File: config.mk
export PLATFORM = sky130hd
export DESIGN_NAME = dmem_arbiter_flat
export DESIGN_NICKNAME = d
export VERILOG_FILES = /design/src/rtl/dmem_arbiter_if.sv /design/src/rtl/dmem_arbiter.sv /design/src/flat_wrapper.sv
export SDC_FILE = /design/constraint.sdc
export NUM_CORES = 1
export LEC_CHECK = 0
export BUFFER_PORTS_ARGS = -buffer_cell sky130_fd_sc_hd__buf_4
export CAP_MARGIN = 20
export CORE_AREA = 2 2 80 82
export DETAILED_ROUTE_END_ITERATION = 6
export DIE_AREA = 0 0 82 84
export GPL_ROUTABILITY_DRIVEN = 0
export PLACE_DENSITY_LB_ADDON = 0.08
export SYNTH_ARGS = -nofsm -noshare
export SYNTH_HDL_FRONTEND = slang
export SYNTH_SLANG_ARGS = --single-unit
File: constraint.sdc
create_clock -name clk -period 1.8 [get_ports clk]
set_input_delay 0.36 -clock clk [delete_from_list [all_inputs] [get_ports clk]]
set_output_delay 0.36 -clock clk [all_outputs]
set_load 0.005 [all_outputs]
File: src/rtl/dmem_arbiter_if.sv
// ---------------------------------------------------------------------------
// dmem_arbiter_if
// Bus bundle between the data-memory arbiter, its two requesters and the
// single-port data memory.
//   m0_*      : core load/store stage (req/we/addr/wdata in, gnt/stall/rvalid out)
//   m1_*      : program loader / debug port, same as m0 plus m1_lock
//   rdata     : read data returned to both requesters (copy of mem_Out)
//   mem_*     : memory address, write data, read/write strobes, registered read data
//   contention: saturating count of cycles in which any request was denied
//   lock_dbg  : lock state observation (1 = m1 holds the memory)
// Modports:
//   slave  - the arbiter side
//   master - the requesters plus the memory (the environment of the arbiter)
//
// Handshake: a transfer happens at the rising edge where mX_req & mX_gnt are
// both high; mX_gnt is combinational in the same cycle. Read data is presented
// on rdata with mX_rvalid exactly one cycle after the granted read.
// ---------------------------------------------------------------------------
interface dmem_arbiter_if #(
   parameter int n  = 5,
   parameter int l  = 32,
   parameter int CW = 16
);
   logic          m0_req;
   logic          m0_we;
   logic [n-1:0]  m0_addr;
   logic [l-1:0]  m0_wdata;
   logic          m0_gnt;
   logic          m0_stall;
   logic          m0_rvalid;

   logic          m1_req;
   logic          m1_we;
   logic [n-1:0]  m1_addr;
   logic [l-1:0]  m1_wdata;
   logic          m1_lock;
   logic          m1_gnt;
   logic          m1_stall;
   logic          m1_rvalid;

   logic [l-1:0]  rdata;
   logic [n-1:0]  mem_Ad;
   logic [l-1:0]  mem_Data;
   logic          mem_r;
   logic          mem_w;
   logic [l-1:0]  mem_Out;

   logic [CW-1:0] contention;
   logic          lock_dbg;

   modport slave (
      input  m0_req, m0_we, m0_addr, m0_wdata,
      input  m1_req, m1_we, m1_addr, m1_wdata, m1_lock,
      input  mem_Out,
      output m0_gnt, m0_stall, m0_rvalid,
      output m1_gnt, m1_stall, m1_rvalid,
      output rdata, mem_Ad, mem_Data, mem_r, mem_w,
      output contention, lock_dbg
   );

   modport master (
      output m0_req, m0_we, m0_addr, m0_wdata,
      output m1_req, m1_we, m1_addr, m1_wdata, m1_lock,
      output mem_Out,
      input  m0_gnt, m0_stall, m0_rvalid,
      input  m1_gnt, m1_stall, m1_rvalid,
      input  rdata, mem_Ad, mem_Data, mem_r, mem_w,
      input  contention, lock_dbg
   );
endinterface

File: src/rtl/dmem_arbiter.sv
// ---------------------------------------------------------------------------
// dmem_arbiter
// Shares one single-port data memory (read data registered, valid the cycle
// after the read strobe) between the core (m0) and the loader/debug port (m1).
// Ports:
//   clk    : clock, all state on the rising edge
//   reset  : synchronous, active-high
//   bus    : dmem_arbiter_if.slave - requester handshakes, memory side,
//            contention counter and lock-state observation
// Parameters:
//   n  address width, l data width,
//   RR 1 = round-robin on a tie, 0 = m0 always wins a tie,
//   CW width of the saturating contention counter
// ---------------------------------------------------------------------------
module dmem_arbiter #(
   parameter int n  = 5,
   parameter int l  = 32,
   parameter int RR = 1,
   parameter int CW = 16
) (
   input  logic          clk,
   input  logic          reset,
   dmem_arbiter_if.slave bus
);
   typedef enum logic {FREE = 1'b0, LOCK1 = 1'b1} lock_state_t;

   localparam logic LAST_M0 = 1'b0;
   localparam logic LAST_M1 = 1'b1;

   lock_state_t   state_q;
   logic          last_q, last_d;
   logic          m0_rvalid_q, m1_rvalid_q;
   logic [CW-1:0] cont_q, cont_d;

   logic          m0_gnt, m1_gnt, any_gnt, we_sel;
   logic          m0_stall, m1_stall;
   logic [n-1:0]  addr_sel;
   logic [l-1:0]  data_sel;

   // Grant decision. While m1 holds the lock it gets the memory whenever it
   // asks and m0 is shut out; otherwise a tie goes to m0 (fixed priority) or
   // to whichever master did not win most recently (round-robin).
   always_comb begin
      m0_gnt = 1'b0;
      m1_gnt = 1'b0;
      if (!reset) begin
         if (state_q == LOCK1) begin
            m1_gnt = bus.m1_req;
         end else if (bus.m0_req && bus.m1_req) begin
            if ((RR != 0) && (last_q == LAST_M0)) m1_gnt = 1'b1;
            else                                  m0_gnt = 1'b1;
         end else begin
            m0_gnt = bus.m0_req;
            m1_gnt = bus.m1_req;
         end
      end
   end

   assign any_gnt  = m0_gnt | m1_gnt;
   assign we_sel   = m1_gnt ? bus.m1_we    : bus.m0_we;
   // m0's fields are presented when nobody is granted.
   assign addr_sel = m1_gnt ? bus.m1_addr  : bus.m0_addr;
   assign data_sel = m1_gnt ? bus.m1_wdata : bus.m0_wdata;

   // Grants are already zero in reset; the explicit gate keeps stall low too.
   assign m0_stall = ~reset & bus.m0_req & ~m0_gnt;
   assign m1_stall = ~reset & bus.m1_req & ~m1_gnt;

   assign bus.m0_gnt     = m0_gnt;
   assign bus.m1_gnt     = m1_gnt;
   assign bus.m0_stall   = m0_stall;
   assign bus.m1_stall   = m1_stall;
   assign bus.mem_Ad     = addr_sel;
   assign bus.mem_Data   = data_sel;
   assign bus.mem_r      = any_gnt & ~we_sel;
   assign bus.mem_w      = any_gnt &  we_sel;
   assign bus.rdata      = bus.mem_Out;
   // A read pending across a reset edge is dropped; gating here also keeps
   // rvalid low during the reset cycle itself.
   assign bus.m0_rvalid  = m0_rvalid_q & ~reset;
   assign bus.m1_rvalid  = m1_rvalid_q & ~reset;
   assign bus.contention = cont_q;
   assign bus.lock_dbg   = (state_q == LOCK1);

   always_comb begin
      last_d = last_q;
      if (m0_gnt)      last_d = LAST_M0;
      else if (m1_gnt) last_d = LAST_M1;

      cont_d = cont_q;
      if ((m0_stall || m1_stall) && (cont_q != {CW{1'b1}}))
         cont_d = cont_q + CW'(1);
   end

   always_ff @(posedge clk) begin
      if (reset) begin
         state_q     <= FREE;
         last_q      <= LAST_M1;   // m0 wins the first tie after reset
         m0_rvalid_q <= 1'b0;
         m1_rvalid_q <= 1'b0;
         cont_q      <= '0;
      end else begin
         // The lock is only taken on a cycle m1 was granted normally, so it
         // never steals a cycle already given to m0.
         case (state_q)
            FREE:    if (m1_gnt && bus.m1_lock)         state_q <= LOCK1;
            LOCK1:   if (!bus.m1_req || !bus.m1_lock)  state_q <= FREE;
            default:                                   state_q <= FREE;
         endcase
         last_q      <= last_d;
         m0_rvalid_q <= m0_gnt & ~bus.m0_we;
         m1_rvalid_q <= m1_gnt & ~bus.m1_we;
         cont_q      <= cont_d;
      end
   end
endmodule
File: src/flat_wrapper.sv
// flat-port wrapper written by rule: the top's interface ports become plain ports
module dmem_arbiter_flat 
#(
   parameter int n  = 5,
   parameter int l  = 32,
   parameter int RR = 1,
   parameter int CW = 16
)
  (clk, reset, bus_m0_req, bus_m0_we, bus_m0_addr, bus_m0_wdata, bus_m1_req, bus_m1_we, bus_m1_addr, bus_m1_wdata, bus_m1_lock, bus_mem_Out, bus_m0_gnt, bus_m0_stall, bus_m0_rvalid, bus_m1_gnt, bus_m1_stall, bus_m1_rvalid, bus_rdata, bus_mem_Ad, bus_mem_Data, bus_mem_r, bus_mem_w, bus_contention, bus_lock_dbg);
  dmem_arbiter_if #(.n(n), .l(l), .CW(CW)) bus_i ();
  input  logic clk;
  input  logic reset;
  input wire logic [$bits(bus_i.m0_req)-1:0] bus_m0_req;
  input wire logic [$bits(bus_i.m0_we)-1:0] bus_m0_we;
  input wire logic [$bits(bus_i.m0_addr)-1:0] bus_m0_addr;
  input wire logic [$bits(bus_i.m0_wdata)-1:0] bus_m0_wdata;
  input wire logic [$bits(bus_i.m1_req)-1:0] bus_m1_req;
  input wire logic [$bits(bus_i.m1_we)-1:0] bus_m1_we;
  input wire logic [$bits(bus_i.m1_addr)-1:0] bus_m1_addr;
  input wire logic [$bits(bus_i.m1_wdata)-1:0] bus_m1_wdata;
  input wire logic [$bits(bus_i.m1_lock)-1:0] bus_m1_lock;
  input wire logic [$bits(bus_i.mem_Out)-1:0] bus_mem_Out;
  output wire logic [$bits(bus_i.m0_gnt)-1:0] bus_m0_gnt;
  output wire logic [$bits(bus_i.m0_stall)-1:0] bus_m0_stall;
  output wire logic [$bits(bus_i.m0_rvalid)-1:0] bus_m0_rvalid;
  output wire logic [$bits(bus_i.m1_gnt)-1:0] bus_m1_gnt;
  output wire logic [$bits(bus_i.m1_stall)-1:0] bus_m1_stall;
  output wire logic [$bits(bus_i.m1_rvalid)-1:0] bus_m1_rvalid;
  output wire logic [$bits(bus_i.rdata)-1:0] bus_rdata;
  output wire logic [$bits(bus_i.mem_Ad)-1:0] bus_mem_Ad;
  output wire logic [$bits(bus_i.mem_Data)-1:0] bus_mem_Data;
  output wire logic [$bits(bus_i.mem_r)-1:0] bus_mem_r;
  output wire logic [$bits(bus_i.mem_w)-1:0] bus_mem_w;
  output wire logic [$bits(bus_i.contention)-1:0] bus_contention;
  output wire logic [$bits(bus_i.lock_dbg)-1:0] bus_lock_dbg;
  assign bus_i.m0_req = bus_m0_req;
  assign bus_i.m0_we = bus_m0_we;
  assign bus_i.m0_addr = bus_m0_addr;
  assign bus_i.m0_wdata = bus_m0_wdata;
  assign bus_i.m1_req = bus_m1_req;
  assign bus_i.m1_we = bus_m1_we;
  assign bus_i.m1_addr = bus_m1_addr;
  assign bus_i.m1_wdata = bus_m1_wdata;
  assign bus_i.m1_lock = bus_m1_lock;
  assign bus_i.mem_Out = bus_mem_Out;
  assign bus_m0_gnt = bus_i.m0_gnt;
  assign bus_m0_stall = bus_i.m0_stall;
  assign bus_m0_rvalid = bus_i.m0_rvalid;
  assign bus_m1_gnt = bus_i.m1_gnt;
  assign bus_m1_stall = bus_i.m1_stall;
  assign bus_m1_rvalid = bus_i.m1_rvalid;
  assign bus_rdata = bus_i.rdata;
  assign bus_mem_Ad = bus_i.mem_Ad;
  assign bus_mem_Data = bus_i.mem_Data;
  assign bus_mem_r = bus_i.mem_r;
  assign bus_mem_w = bus_i.mem_w;
  assign bus_contention = bus_i.contention;
  assign bus_lock_dbg = bus_i.lock_dbg;
  dmem_arbiter #(.n(n), .l(l), .RR(RR), .CW(CW)) u_core (.clk(clk), .reset(reset), .bus(bus_i));
endmodule
==> flow_summary_export.csv, run 1 <==
group,metric,value,unit
yosys,synth_warnings,0,
floorplan,dieWidth,82,microns
clock_network,cts_buffer_depth,2,
global_route,track_usage,19.09,%
placement,hpwl,5332,microns
sta,fin_worst_skew,0.003612,ns
worst_setup_path,r2r_slack,0.17,ns
worst_setup_path,crit_path_cell_trace,"nand3b_1 -> nand3_4 -> buf_12 -> buf_12 -> mux2_4 -> buf_6",
worst_setup_path,critPathMaxFanout,7,
cells_and_area,nets,445,
clock_network,root_buffer,"clkbuf_8",
sta,hold_slack,0.2760,ns
sta,period_share,110.3,%
yosys,syn_area,0.001763,sq mm
worst_setup_path,cp_common_cell,"buf_12",
worst_setup_path,critPathMaxStageDelay,0.32,ns
worst_setup_path,cp-start-kind,"flop",
drt,drt-total-wl,6875,microns
sta,rsz0062_at_grt,"yes",
cells_and_area,diodes,0,
floorplan,die_area,0.006888,sq mm
global_route,grt_max_degree,18,
floorplan,rows,29,
clock_network,holdBufCountCts,0,
pwr,switching_share,24.28,%
yosys,synth-edff-count,0,
sta,max_slew_margin,76.76,%
placement,dpl_cell_area,0.002836,sq mm
clock_network,h-tree-depth,1,
pwr,power.share.combinational,40.4,%
sta,hold_violations,0,
drt,num_vias,2048,
cells_and_area,design_area,0.003223,sq mm
clock_network,clkTransAtPathRegs,0.08,ns
placement,dp_slack,0.05605,ns
cells_and_area,areaGrowthSynthToFinish,82.82,%
yosys,synth_seq_cells,20,
global_route,grt_pass1_wl,10340,microns
yosys,synthFlopType,"dfxtp_1",
outcome,status,"finished with violations",
pwr,p_sw,0.3249,mW
floorplan,io_pins,207,
flow_run,cap_violations,0,
global_route,grt-ovfl-total,0,
worst_setup_path,critPathArrivalTime,1.62,ns
drt,drt-initial-drc-count,53,
pwr,p_int,1.013,mW
cells_and_area,post_route_cells_drive_above_1_share,68.48,%
yosys,syn_nets,311,
floorplan,initial_core_util,28.92,%
sta,slew_viol_final,0,
worst_setup_path,setup.worst_path.start,"u_core.bus.lock_dbg",
pwr,seq_power_share,33.7,%
yosys,seq_area_frac_synth,22.71,%
sta,setup_violations,39,
hold_path,hold_path_class,"in -> reg",
sta,min_period,1.985,ns
placement,io_buffers,142,
worst_setup_path,critical_path.slowest_cell,"dfxtp_2",
floorplan,core-area,0.006096,sq mm
cells_and_area,post-route-util,52.87,%
drt,post-route-drc-count,0,
worst_setup_path,crit_path_end_kind,"output port",
sta,max_slew.worst_pin.slew,0.3474,ns
clock_network,cts_buffers,3,
pwr,p_per_area,415.2,mW/mm^2
worst_setup_path,required,1.44,ns
drt,firstDrtPassIters,4,
outcome,violations,"setup timing",
pwr,p_leak,1.600,nW
global_route,antenna_found_initial,0,
drt,ant_nets,0,
drt,drt-vias-per-instance,5.032,
global_route,grt_pass1_vias,2147,
clock_network,clkSinkCount,20,
worst_setup_path,r2r-start,"u_core.bus.contention[14]",
worst_setup_path,crit_type,"reg -> out",
clock_network,cts_tree,"yes",
clock_network,clk_latency,0.26,ns
yosys,netlist_instances,197,
pwr,pwr-share-clk,26.0,%
sta,fmax,503.8,MHz
yosys,synthArstFlopShare,0,%
yosys,avgSynthCellArea,8.949,sq um
sta,fin_ws,-0.1848,ns
floorplan,die_height,84,microns
yosys,ys_types,43,
pwr,ir_drop,0.2103,mV
hold_path,min_from,"bus_m0_we",
drt,route.detailed.wl_per_inst,16.89,microns
-- cell usage in the layout (no fill, tap or decap), types with 4 or more instances in the layout --
cell        n
dfxtp_1    19
mux2_4     28
o21ai_0     4
buf_4     138
a21oi_1     5
nand2_1     7
a41oi_1     4
nor2b_1     4
inv_1       4
buf_6      29
mux2_2     10
nand4_1     4
nor2_1      5
and2_1      5
and4_1      7
clkbuf_8    4
-- synth_stat cells (2+ instances only) --
master	instances	area share [%]
nand3_1	4	1.1
inv_1	6	1.3
o31ai_1	3	1.3
buf_4	33	14
nor2b_1	4	1.4
or3_1	2	0.71
and2_1	5	1.8
or4_1	3	1.3
o21ai_0	4	1.1
nor3_1	2	0.57
a211oi_1	2	0.85
nand4_1	4	1.4
nor2_1	5	1.1
a21oi_1	5	1.4
buf_2	7	2.0
and4_1	7	3.5
a31oi_1	2	0.71
clkbuf_1	3	0.64
and3_1	2	0.71
o21a_1	2	0.85
o311ai_0	2	0.99
a41oi_1	4	2.0
a311oi_1	3	1.5
dfxtp_1	20	23
nand2_1	7	1.5
nor4_1	2	0.71
mux2_2	38	24
-- per-layer routing --
metal / global-route usage, % / vias to the layer above / part of all wire, %
met3: 7.251 / 30 / 9.1
li1: - / 976 / -
met1: 20.17 / 949 / 37
met4: 7.121 / 0 / 3.0
met5: 0 / - / 0
met2: 33.48 / 93 / 51
-- per-stage QoR --
step	power, mW	setup TNS [ns]	std cells
6_report	1.338	-5.726	407
5_1_grt	1.407	-8.512	407
4_1_cts	1.309	-6.729	408
3_5_place_dp	0.8883	0	398
3_3_place_gp	0.8889	0	398
2_1_floorplan	0.6560	0	197
-- power by group through the flow --
stage | logic (mW) | registers [mW] | clock network, mW
after floorplan | 0.194 | 0.462 | 0
after global placement | 0.427 | 0.462 | 0
after detailed placement | 0.427 | 0.462 | 0
after CTS | 0.496 | 0.451 | 0.362
after global routing | 0.573 | 0.452 | 0.382
final | 0.540 | 0.451 | 0.347
-- critical path, delay by kind of cell (launching register included) --
family,cells,cell delay [ns]
buffers and inverters,3,0.38
flip-flops,1,0.32
multiplexers,1,0.30
AND/OR/NAND/NOR,2,0.36
-- worst paths after layout --
check / to / cells past startpoint
worst max register to register: u_core.bus.contention[7] / 4
worst min-delay path: u_core.m0_rvalid_q / 2
worst max-delay path: bus_mem_Data[9] / 6
worst min register to register: u_core.last_q / 2
-- state kept, by name, summed over array words and instances, names as in the netlist --
signal and count:
u_core.bus.contention 16, u_core.bus.lock_dbg 1, u_core.last_q 1, u_core.m0_rvalid_q 1, u_core.m1_rvalid_q 1
-- repair_timing --
item                                    CTS  global route
endpoints found under the setup margin   38            41
pin swaps                                 2             4
cloned                                    2             0
setup buffers                             5             2
gates resized for setup                  27            42
-- area by class of cell --
cell class / count / area, sq um
clock buffer: 4 / 55.05
fill: 570 / 2873
inverter: 6 / 25.02
multi-input combinational: 128 / 1180
sequential: 20 / 401.6
tap: 77 / 96.34
timing repair buffer: 172 / 1465
-- cells by family (layout without fill, tap and decap cells) --
family	Yosys count	count (layout)	synth area share (%)
AO/OA/AOI/OAI	34	34	14.55
adder cells (fa/ha/maj)	1	1	0.7096
buffers and inverters	49	182	17.96
flip-flops	20	20	22.71
multiplexers	38	38	24.27
AND/OR/NAND/NOR	55	55	19.80
Note: power is estimated with default switching activity, not from simulation.
==> run 2, diff against run 1 <==
--- a/config.mk
+++ b/config.mk
@@ -12,6 +12,7 @@
 export DIE_AREA = 0 0 82 84
 export GPL_ROUTABILITY_DRIVEN = 0
 export PLACE_DENSITY_LB_ADDON = 0.08
+export REMOVE_ABC_BUFFERS = 1
 export SYNTH_ARGS = -nofsm -noshare
 export SYNTH_HDL_FRONTEND = slang
 export SYNTH_SLANG_ARGS = --single-unit
==> flow_summary_export.csv, run 2 (synthesis gave the netlist of run 1 again) <==
group,metric,value,unit
outcome,status,"finished with violations",
outcome,violations,"setup timing",
worst_setup_path,cp-start-kind,"flop",
cells_and_area,layout_common_cells,"buf_4, mux2_2, dfxtp_1, mux2_4, buf_6",
global_route,grt_max_degree,18,
sta,fmax,512.7,MHz
hold_path,hold_path_class,"in -> reg",
clock_network,cts_buffer_depth,2,
sta,hold_violations,0,
cells_and_area,post-route-util,49.61,%
worst_setup_path,crit_path_cell_trace,"nand3b_1 -> nand3_4 -> buf_12 -> mux2_2 -> buf_4",
pwr,p_leak,1.469,nW
cells_and_area,areaGrowthSynthToFinish,71.54,%
drt,drt-initial-drc-count,77,
drt,ant_nets,0,
clock_network,clkSinkCount,20,
worst_setup_path,critical_path.slowest_cell,"mux2_2",
placement,hpwl,6039,microns
global_route,use_met3,12.23,%
cells_and_area,register_area,402.9,sq um
global_route,antenna_found_initial,0,
drt,firstDrtPassIters,4,
global_route,grt_use_met2,33.04,%
sta,min_period,1.951,ns
floorplan,core-area,0.006096,sq mm
sta,period_share,108.4,%
pwr,p_per_area,422.5,mW/mm^2
worst_setup_path,critPathMaxStageDelay,0.34,ns
clock_network,root_buffer,"clkbuf_8",
drt,num_vias,2049,
cells_and_area,diodes,0,
floorplan,io_pins,207,
worst_setup_path,crit_type,"reg -> out",
global_route,grt_pass1_wl,10850,microns
sta,max_slew_margin,77.67,%
worst_setup_path,critPathArrivalTime,1.59,ns
worst_setup_path,critPathBufInv,2,
drt,drt-total-wl,7258,microns
worst_setup_path,required,1.44,ns
sta,fin_ws,-0.1506,ns
floorplan,die_area,0.006888,sq mm
drt,post-route-drc-count,0,
cells_and_area,nets,440,
global_route,top_usage_layer,"met2",
clock_network,cts_tree,"yes",
cells_and_area,multi_input_area,0.001127,sq mm
clock_network,cts_buffers,3,
clock_network,h-tree-depth,1,
sta,rsz0062_at_grt,"yes",
clock_network,clk_latency,0.26,ns
worst_setup_path,crit_path_end_kind,"output port",
cells_and_area,fillCellCount,584,
global_route,track_usage,20.57,%
flow_run,cap_violations,0,
sta,setup_violations,39,
placement,io_buffers,142,
floorplan,rows,29,
drt,drt-vias-per-instance,5.097,
cells_and_area,mostFrequentLayoutCell,"buf_4",
clock_network,clkTransAtPathRegs,0.08,ns
floorplan,die_height,84,microns
cells_and_area,post_route_cells_drive_above_1_share,68.31,%
drt,route.detailed.wl_per_inst,18.05,microns
sta,fin_worst_skew,0.001465,ns
worst_setup_path,critPathMaxFanout,16,
cells_and_area,largest_reg_flops,16,
sta,fin_setup_tns,-4.835,ns
floorplan,initial_core_util,28.92,%
sta,max_slew.worst_pin.slew,0.3337,ns
worst_setup_path,critPathTopFamily,"simple AND/OR/NAND/NOR gates",
global_route,grt_use_met1,23.06,%
global_route,grt_pass1_vias,2077,
floorplan,dieWidth,82,microns
global_route,grt-ovfl-total,0,
pwr,ir_drop,0.1936,mV
sta,slew_viol_final,0,
## run 2: repair_timing
action,CTS,global route
buffers inserted,1,1
setup endpoints to repair,41,44
hold buffers,0,0
resized for setup,20,11
pin swaps,2,1
endpoints found under the hold margin,0,0
## run 2: path summary, 6_finish.rpt
check,cells past startpoint,from,slack (ns),end
setup reg to reg,4,u_core.bus.contention[4],0.11,u_core.bus.contention[7]
setup / recovery,5,u_core.bus.lock_dbg,-0.15,bus_mem_Ad[2]
hold / removal,2,bus_m0_we,0.27,u_core.m0_rvalid_q
hold reg to reg,2,u_core.bus.contention[3],0.53,u_core.bus.contention[3]
## run 2: where the power goes
group	switching [mW]	total, mW	internal, mW
Clock	0.158	0.353	0.195
Sequential	0.00320	0.451	0.448
Combinational	0.153	0.474	0.320
Total	0.314	1.28	0.963
## run 2: through the flow
stage               setup slack (ns)  hold slack, ns  power, mW  area [sq um]  cells
finish                       -0.1506          0.2703      1.278          3024    402
floorplan                    -0.5856          0.4291     0.5918          1469    154
CTS                          -0.1547          0.2714      1.275          2973    401
global placement             0.02265          0.5243     0.8937          2834    396
detailed placement           0.03132          0.5226     0.8944          2834    396
global route                 -0.2316          0.2746      1.342          3024    402
## run 2: layout make-up
class	instances	area share, %
Multi-Input combinational cell	128	37.28
Clock buffer	4	1.820
Timing Repair Buffer	167	43.65
Tap cell	77	3.186
Sequential cell	20	13.32
Inverter	6	0.7447
## run 2: layer usage
metal	up-vias	routed length, microns	share of wire (%)
met5	-	30	0.41
met4	2	39	0.54
met3	4	1100	15
met2	134	3578	49
met1	945	2510	35
li1	964	-	-
==> run 3, diff against run 2 <==
==> constraint.sdc (replaced) <==
create_clock -name clk -period 1.8 [get_ports clk]
set_input_delay 0.36 -clock clk [delete_from_list [all_inputs] [get_ports clk]]
set_output_delay 0.36 -clock clk [all_outputs]
set_load 0.01 [all_outputs]
==> flow_summary_export.csv, run 3 (synthesis gave the netlist of run 1 again) <==
group,metric,value,unit
clock_network,cts_tree,"yes",
sta,fin_worst_skew,0.001080,ns
pwr,switching_share,26.44,%
cells_and_area,nets,440,
cells_and_area,fin_cells,402,
pwr,p_leak,1.464,nW
clock_network,h-tree-depth,1,
clock_network,clkTransAtPathRegs,0.08,ns
cells_and_area,largest_reg_flops,16,
pwr,p_per_area,434.8,mW/mm^2
placement,dpl_cell_area,0.002834,sq mm
floorplan,dieWidth,82,microns
pwr,ir_drop,0.2450,mV
flow_run,cap_violations,0,
sta,fmax,509.0,MHz
sta,max_slew_margin,77.89,%
worst_setup_path,reg2reg_depth,4,
worst_setup_path,cp-start-kind,"flop",
clock_network,clkSinkCount,20,
sta,setup_violations,40,
pwr,p_sw,0.3489,mW
global_route,grt_max_degree,18,
global_route,grt-ovfl-total,0,
placement,placed_cells,396,
worst_setup_path,crit_type,"reg -> out",
drt,post-route-drc-count,0,
placement,dp_slack,0.03346,ns
floorplan,die_height,84,microns
cells_and_area,post_route_cells_drive_above_1_share,68.31,%
cells_and_area,mostFrequentLayoutCell,"buf_4",
global_route,grt_pass1_wl,10700,microns
clock_network,cts_buffer_depth,2,
drt,drt-vias-per-instance,5.070,
hold_path,holdPathStages,2,
worst_setup_path,critical_path.slowest_cell,"dfxtp_1",
worst_setup_path,critPathTopFamily,"flip-flops",
hold_path,min_from,"bus_m0_we",
sta,fin_ws,-0.1647,ns
pwr,power.share.combinational,38.7,%
cells_and_area,areaGrowthSynthToFinish,72.18,%
worst_setup_path,critPathMaxFanout,17,
worst_setup_path,crit_path_cell_trace,"nand3b_1 -> nand3_4 -> buf_12 -> mux2_2 -> buf_4",
global_route,grt_pass1_vias,2035,
cells_and_area,fillCellCount,597,
global_route,track_usage,20.29,%
sta,min_period,1.965,ns
clock_network,clk_latency,0.26,ns
cells_and_area,design_area,0.003035,sq mm
hold_path,hold_end,"u_core.m0_rvalid_q",
pwr,p_int,0.9708,mW
drt,route.detailed.wl_per_inst,18.05,microns
clock_network,cts_buffers,3,
floorplan,core-area,0.006096,sq mm
worst_setup_path,crit_path_end_kind,"output port",
outcome,status,"finished with violations",
sta,fin_setup_tns,-5.351,ns
worst_setup_path,critPathArrivalTime,1.60,ns
drt,drt-total-wl,7255,microns
outcome,violations,"setup timing",
placement,hpwl,6061,microns
cells_and_area,layout_common_cells,"buf_4, mux2_2, dfxtp_1, buf_6, mux2_4",
sta,rsz0062_at_grt,"yes",
sta,period_share,109.2,%
sta,hold_violations,0,
drt,drt-initial-drc-count,102,
clock_network,root_buffer,"clkbuf_8",
hold_path,hold_path_class,"in -> reg",
cells_and_area,diodes,0,
pwr,pwr-share-clk,27.1,%
cells_and_area,post-route-util,49.79,%
drt,firstDrtPassIters,4,
floorplan,initial_core_util,28.92,%
placement,io_buffers,142,
pwr,seq_power_share,34.2,%
worst_setup_path,critPathBufInv,2,
drt,ant_nets,0,
sta,max_slew.worst_pin.slew,0.3305,ns
worst_setup_path,critPathMaxStageDelay,0.39,ns
worst_setup_path,r2r-start,"u_core.bus.contention[4]",
drt,num_vias,2038,
global_route,antenna_found_initial,0,
worst_setup_path,required,1.44,ns
worst_setup_path,reg2reg_to,"u_core.bus.contention[7]",
floorplan,rows,29,
floorplan,io_pins,207,
worst_setup_path,r2r_slack,0.15,ns
floorplan,die_area,0.006888,sq mm
clock_network,holdBufCountCts,0,
sta,slew_viol_final,0,
## run 3: cell counts in the layout (fill, tap and decap cells not counted)
No cell type changed its count.
## run 3: area by class of cell
class | count | area, sq um | share of cell area, %
repair buffers | 167 | 1331 | 43.86
well taps | 77 | 96.34 | 3.174
clock buffers | 4 | 55.05 | 1.814
multi-input cells | 128 | 1127 | 37.14
inverters | 6 | 22.52 | 0.7420
flip-flops and latches | 20 | 402.9 | 13.27
## run 3: layer usage
layer	GRT usage [%]	wire, microns	vias up
li1	-	-	968
met4	7.273	179	2
met3	12.45	1074	13
met1	23.47	2695	920
met5	3.333	30	-
met2	29.93	3276	135
## run 3: power groups by stage
stage / Sequential, mW / Combinational (mW) / Clock, mW
5_1_grt: 0.452 / 0.541 / 0.385
3_5_place_dp: 0.462 / 0.464 / 0
2_1_floorplan: 0.463 / 0.160 / 0
3_3_place_gp: 0.462 / 0.463 / 0
4_1_cts: 0.451 / 0.501 / 0.360
6_report: 0.452 / 0.510 / 0.358
## run 3: through the flow
step	total power, mW	hold WS (ns)
6_report	1.320	0.2639
3_3_place_gp	0.9248	0.5274
2_1_floorplan	0.6229	0.4291
3_5_place_dp	0.9259	0.5214
4_1_cts	1.313	0.2640
5_1_grt	1.378	0.2617
## run 3: worst reg2reg max path, stage by stage (launching register included)
cell and delay (ns):
dfxtp_1 0.42, nand4_1 0.21, or4_4 0.59, a311oi_2 0.25
a41o_1 0.13
## run 3: what timing repair did
item                       4_1_cts  5_1_grt
resized for setup               25        9
cloned                           0        0
setup endpoints to repair       41       42
pin swaps                        2        0
setup buffers                    1        1
## run 3: worst max path at each step
| stage | start | to | depth (start not counted) | slack [ns] |
|---|---|---|---|---|
| final | u_core.last_q | bus_mem_Data[27] | 5 | -0.16 |
| after global routing | u_core.last_q | bus_mem_Data[13] | 5 | -0.25 |
| after CTS | u_core.bus.lock_dbg | bus_mem_Data[17] | 5 | -0.17 |
| after detailed placement | reset | u_core.bus.contention[8] | 5 | 0.03 |
| after global placement | reset | u_core.bus.contention[8] | 5 | 0.02 |
| after floorplan | u_core.bus.lock_dbg | bus_mem_w | 4 | -0.66 |
